==> src/rtl/dmem_pkg.sv <==
// Shared size codes, FSM state type and size helper for the data-memory arbiter.
package dmem_pkg;

  localparam logic [1:0] SZ_WORD   = 2'b00;
  localparam logic [1:0] SZ_BYTE_U = 2'b01;
  localparam logic [1:0] SZ_BYTE_S = 2'b10;
  localparam logic [1:0] SZ_RSVD   = 2'b11;

  typedef enum logic [1:0] {IDLE, ISSUE, RESP} state_e;

  // The reserved code is treated as a full 16-bit access.
  function automatic logic [1:0] legal_size(input logic [1:0] sz);
    return (sz == SZ_RSVD) ? SZ_WORD : sz;
  endfunction

endpackage

==> src/rtl/rr_arbiter2.sv <==
// Two-requester round-robin arbiter; the pointer remembers the last winner.
module rr_arbiter2 (
  input  logic       clk,
  input  logic       reset,
  input  logic [1:0] req,
  input  logic       advance,
  output logic [1:0] gnt
);

  // 1 = port 1 won last, so port 0 is favoured next
  logic last_q, last_d;

  always_comb begin
    gnt = 2'b00;
    case (req)
      2'b01:   gnt = 2'b01;
      2'b10:   gnt = 2'b10;
      2'b11:   gnt = last_q ? 2'b01 : 2'b10;
      default: gnt = 2'b00;
    endcase
  end

  always_comb begin
    last_d = last_q;
    if (advance) last_d = gnt[1];
  end

  always_ff @(posedge clk) begin
    if (reset) last_q <= 1'b1;
    else       last_q <= last_d;
  end

endmodule

==> src/rtl/dmem_arbiter.sv <==
// Shares the single-ported data memory between the MEM stage (port 0) and the
// loader (port 1); every access runs IDLE -> ISSUE -> RESP.
//   state | meaning
//   IDLE  | waiting for a request, grant and latch the winner
//   ISSUE | memory enables driven from the latched request
//   RESP  | done strobe to the owner, read data steered back
module dmem_arbiter
  import dmem_pkg::*;
#(
  parameter int AW = 16,
  parameter int DW = 16
) (
  input  logic          clk,
  input  logic          reset,
  input  logic          req0,
  input  logic          req1,
  input  logic          we0,
  input  logic          we1,
  input  logic [1:0]    size0,
  input  logic [1:0]    size1,
  input  logic [AW-1:0] addr0,
  input  logic [AW-1:0] addr1,
  input  logic [DW-1:0] wdata0,
  input  logic [DW-1:0] wdata1,
  output logic          gnt0,
  output logic          gnt1,
  output logic          done0,
  output logic          done1,
  output logic [DW-1:0] rdata0,
  output logic [DW-1:0] rdata1,
  output logic          busy,
  output logic          mem_wr_en,
  output logic          mem_rd_en,
  output logic [1:0]    mem_size,
  output logic [AW-1:0] mem_addr,
  output logic [DW-1:0] mem_wdata,
  input  logic [DW-1:0] mem_rdata
);

  state_e        state_q, state_d;
  logic          owner_q, owner_d;
  logic          we_q, we_d;
  logic          mem_wr_en_q, mem_wr_en_d;
  logic          mem_rd_en_q, mem_rd_en_d;
  logic [1:0]    mem_size_q, mem_size_d;
  logic [AW-1:0] mem_addr_q, mem_addr_d;
  logic [DW-1:0] mem_wdata_q, mem_wdata_d;

  logic [1:0]    arb_gnt;
  logic          accept;
  logic          sel_we;
  logic [1:0]    sel_size;
  logic [AW-1:0] sel_addr;
  logic [DW-1:0] sel_wdata;
  logic          resp_live;

  assign accept = (state_q == IDLE) && !reset && (req0 || req1);
  assign gnt0   = accept && arb_gnt[0];
  assign gnt1   = accept && arb_gnt[1];

  rr_arbiter2 u_rr (
    .clk     (clk),
    .reset   (reset),
    .req     ({req1, req0}),
    .advance (accept),
    .gnt     (arb_gnt)
  );

  assign sel_we    = arb_gnt[1] ? we1    : we0;
  assign sel_size  = arb_gnt[1] ? size1  : size0;
  assign sel_addr  = arb_gnt[1] ? addr1  : addr0;
  assign sel_wdata = arb_gnt[1] ? wdata1 : wdata0;

  always_comb begin
    state_d     = state_q;
    owner_d     = owner_q;
    we_d        = we_q;
    mem_wr_en_d = 1'b0;
    mem_rd_en_d = 1'b0;
    mem_size_d  = mem_size_q;
    mem_addr_d  = mem_addr_q;
    mem_wdata_d = mem_wdata_q;
    case (state_q)
      IDLE: begin
        if (accept) begin
          state_d     = ISSUE;
          owner_d     = arb_gnt[1];
          we_d        = sel_we;
          mem_wr_en_d = sel_we;
          mem_rd_en_d = !sel_we;
          // Writes always store a full word, so size only matters for reads
          mem_size_d  = sel_we ? SZ_WORD : legal_size(sel_size);
          mem_addr_d  = sel_addr;
          mem_wdata_d = sel_wdata;
        end
      end
      ISSUE:   state_d = RESP;
      RESP:    state_d = IDLE;
      default: state_d = IDLE;
    endcase
  end

  always_ff @(posedge clk) begin
    if (reset) begin
      state_q     <= IDLE;
      owner_q     <= 1'b0;
      we_q        <= 1'b0;
      mem_wr_en_q <= 1'b0;
      mem_rd_en_q <= 1'b0;
      mem_size_q  <= SZ_WORD;
      mem_addr_q  <= '0;
      mem_wdata_q <= '0;
    end else begin
      state_q     <= state_d;
      owner_q     <= owner_d;
      we_q        <= we_d;
      mem_wr_en_q <= mem_wr_en_d;
      mem_rd_en_q <= mem_rd_en_d;
      mem_size_q  <= mem_size_d;
      mem_addr_q  <= mem_addr_d;
      mem_wdata_q <= mem_wdata_d;
    end
  end

  // Reset during RESP suppresses the strobe so an aborted access never completes
  assign resp_live = (state_q == RESP) && !reset;
  assign done0     = resp_live && !owner_q;
  assign done1     = resp_live && owner_q;
  assign rdata0    = (done0 && !we_q) ? mem_rdata : '0;
  assign rdata1    = (done1 && !we_q) ? mem_rdata : '0;
  assign busy      = (state_q != IDLE);

  assign mem_wr_en = mem_wr_en_q;
  assign mem_rd_en = mem_rd_en_q;
  assign mem_size  = mem_size_q;
  assign mem_addr  = mem_addr_q;
  assign mem_wdata = mem_wdata_q;

endmodule

==> config.mk <==
export PLATFORM = sky130hd
export DESIGN_NAME = dmem_arbiter
export DESIGN_NICKNAME = d
export VERILOG_FILES = /design/src/rtl/dmem_pkg.sv /design/src/rtl/rr_arbiter2.sv /design/src/rtl/dmem_arbiter.sv
export SDC_FILE = /design/constraint.sdc
export NUM_CORES = 1
export LEC_CHECK = 0
export CAP_MARGIN = 40
export CORE_MARGIN = 3
export CORE_UTILIZATION = 33
export CTS_CLUSTER_DIAMETER = 40
export DETAILED_ROUTE_END_ITERATION = 8
export PLACE_DENSITY = 0.81
export SYNTH_ARGS = -nofsm -noshare
export SYNTH_HDL_FRONTEND = slang
export SYNTH_SLANG_ARGS = --single-unit
==> constraint.sdc <==
create_clock -name clk -period 1.6 [get_ports clk]
set_input_delay 0.24 -clock clk [delete_from_list [all_inputs] [get_ports clk]]
set_output_delay 0.24 -clock clk [all_outputs]
set_load 0.005 [all_outputs]
==> run summary, run 1 <==
Most common cell after layout, fill and taps aside: clkdlybuf4s50_1
Htree depth: 2
Power Internal: 1.948 mW
RSZ-0062 raised after global routing: true
Pwr/cell area: 630.2 nW/um^2
First-pass GRT wire length: 13840 um
Place WS: -0.6809 ns
Avg WL per Cell: 18.08 um
Pleak: 1.734 nW
CP max stage cell: or3b_4
FF+latch count, synth: 41
Final setup violation count: 36
Critical path depth: 7
Fmax: 0.5062 GHz
CTS sink cnt: 41
Busiest grt layer: met2
Synth cell types: 32
Placer Congestion: 0.8186
Final wirelength: 9132 um
Sw Ratio: 0.2767
Post-synthesis sequential area ratio: 0.4022
Remaining routing DRC violations: 0
Crit Path Category: flop to output port
Total negative slack: -8.323 ns
Layout cell share with drive strength beyond 1: 0.2977
Crit path max-delay family: simple AND/OR/NAND/NOR gates
Maximum vdd drop: 0.4440 mV
Max-Cap Viols: 0
Met3 usage in global routing: 0.06084
Routed vias: 2697
DP HPWL: 6307 um
CORE AREA: 5956 um^2
Initial antenna violation count: 0
Avg Cell Area, Syn: 8.433 um^2
NetSw: 745.0 uW
GRT overflow: 0
Antenna cells: 0
Setup WS post-layout: -0.3756 ns
Crit path required time: 1.36 ns
Met1 Resource Use GR: 0.2608
Slew @ Worst Pin: 0.3416 ns
Synthesis Warnings: 0
Worst hold slack: 0.4691 ns
Die Wd: 84.64 um
CP bufs+invs: 4
CTS tree: built
Clk slew on worst S/H paths: 0.07 ns
GRT Overall Usage: 0.2385
Skew final: 0.004062 ns
Area of the mapped netlist: 2041 um^2
CTS Buf Count: 5
Vias/cell: 5.341
Crit path DAT: 1.74 ns
Pins Over Slew Limit: 0
Syn Inst Count: 242
Maximum clock insertion buffer count: 2
Die H: 84.64 um
Syn Nets: 332
Count of nets after finishing: 519
Worst setup endpoint: rdata0[1]
FILL cells: 454
Portion of total power attributed to combinational logic: 0.324
Buffers on Ports: 162
Number of hold buffers added after cts: 0
Cell mode on critical path: buf_6
Util after Layout: 0.7174
Largest fanout on the critical path: 3
Antenna Nets Post-Route: 0
Relative slew slack: 0.7657
DRT iter0 DRCs: 60
Startpoint Class: flop
P&R area growth vs syn: 109.4%
Fin crit share: 1.235
DR pass1 iterations: 4
Reg2reg end: mem_addr[15]
Failing checks: setup timing
Fin crit period: 1.976 ns
CP Launch Point: state_q[1]
Row cnt: 28
R2R cell count: 8
Outcome: complete, but fails checks
Max incr delay on CP: 0.39 ns
Total power: 2.693 mW
Reg power frac: 0.430
R2R Setup Slk: 0.03 ns
Final Hold Fails: 0
Most frequent cells in the layout: clkdlybuf4s50_1 (124), buf_6 (50), dfxtp_1 (39)
Crit-path cells: or3b_4 > nor3_4 > buf_6 > buf_6 > buf_6 > and2_4 > buf_6
Reg2reg start: state_q[1]
Clk Latency, worst-skew pair: 0.29 ns
Die area: 7164 um^2
Pin count of the biggest net entering global routing: 31
M2 GR Usage: 0.4427
Vias in the first global route: 2718
Hold Crit Class: primary input to flop
CTS Root Cell: clkbuf_8
Ports: 163
Power share of the clock group: 0.246
Setup crit end kind: output port
Initial Util: 0.3426
[what timing repair did]
item | CTS | global route
endpoints found under the setup margin | 37 | 54
pin swaps | 23 | 15
buffers inserted | 13 | 5
gates cloned | 2 | 0
gates resized for setup | 185 | 54
[metal layers]
layer  vias to the layer above  wire, um
met5                         -         0
met4                         0       228
met3                        19       740
met2                       150      4763
met1                      1247      3400
li1                       1281         -
[state kept, by name, indices dropped and copies added (netlist names)]
name         flops
we_q             1
mem_addr        16
state_q          2
mem_wr_en        1
mem_rd_en        1
owner_q          1
mem_wdata       16
u_rr.last_q      1
mem_size         2
[tightest hold or removal path, delay by kind of cell]
kind | cells | cell delay, ns
buffers and inverters | 2 | 0.33
and+or+nand+nor | 1 | 0.06
AOI/OAI and AO/OA | 1 | 0.07
[cell families after synthesis]
| kind of cell | share of synthesized area |
|---|---|
| buffers and inverters | 0.06192 |
| and+or+nand+nor | 0.3268 |
| DFF | 0.4022 |
| muxes | 0.004905 |
| AOI/OAI and AO/OA | 0.2042 |
[power groups by stage]
| stage | Clock (mW) | Sequential, mW | Combinational, mW |
|---|---|---|---|
| finish | 0.662 | 1.16 | 0.874 |
| CTS | 0.672 | 1.16 | 0.826 |
| global route | 0.714 | 1.17 | 0.931 |
| global placement | 0 | 1.17 | 0.782 |
| detailed placement | 0 | 1.18 | 0.796 |
| floorplan | 0 | 1.18 | 0.261 |
[stage by stage]
stage | area [um^2] | std cells
final | 4273 | 505
after global routing | 4273 | 505
after CTS | 4085 | 503
after detailed placement | 3851 | 480
after global placement | 3851 | 480
after floorplan | 2041 | 242
[how the worst min path moves through the flow]
stage	start	cells past startpoint	to
floorplan	addr0[15]	1	mem_addr[15]
global route	req0	4	mem_addr[6]
global placement	u_rr.last_q	2	u_rr.last_q
finish	req0	4	mem_addr[6]
CTS	mem_addr[15]	1	mem_addr[15]
detailed placement	mem_addr[15]	1	mem_addr[15]
[cell usage after synthesis]
master / count / area share
nand3_1: 23 / 0.056
buf_2: 8 / 0.020
dfxtp_1: 41 / 0.40
o21ai_0: 22 / 0.054
inv_1: 2 / 0.0037
a21boi_2: 1 / 0.0055
nor2b_1: 1 / 0.0031
and4bb_2: 1 / 0.0061
nor2_2: 1 / 0.0031
and2b_1: 1 / 0.0037
buf_6: 1 / 0.0055
or4b_1: 2 / 0.0098
nor3_1: 1 / 0.0025
buf_4: 2 / 0.0074
nand2_1: 1 / 0.0018
nor2_1: 4 / 0.0074
a211oi_1: 1 / 0.0037
a311oi_1: 2 / 0.0086
or3b_1: 1 / 0.0043
or2_2: 1 / 0.0031
a21oi_1: 5 / 0.012
a221o_1: 10 / 0.049
mux2i_1: 1 / 0.0049
nor3_2: 2 / 0.0098
and3_1: 11 / 0.034
nor3b_1: 2 / 0.0074
a21o_1: 1 / 0.0037
and2_1: 34 / 0.10
clkbuf_1: 14 / 0.026
nand2b_1: 1 / 0.0031
nand4_1: 22 / 0.067
a31oi_1: 22 / 0.067
[layout make-up]
type / count / area, um^2 / area share
well taps: 75 / 93.84 / 0.02196
clock buffers: 8 / 80.08 / 0.01874
inverters: 2 / 7.507 / 0.001757
flip-flops and latches: 41 / 823.3 / 0.1927
repair buffers: 205 / 2047 / 0.4791
multi-input cells: 174 / 1221 / 0.2858
Note: power is estimated with default switching activity, not from simulation.
==> inputs of run 2 (changes only) <==
- CAP_MARGIN: 40 -> 20
==> results of run 2 <==
Final layout, timing and power as in run 1 (identical DEF).
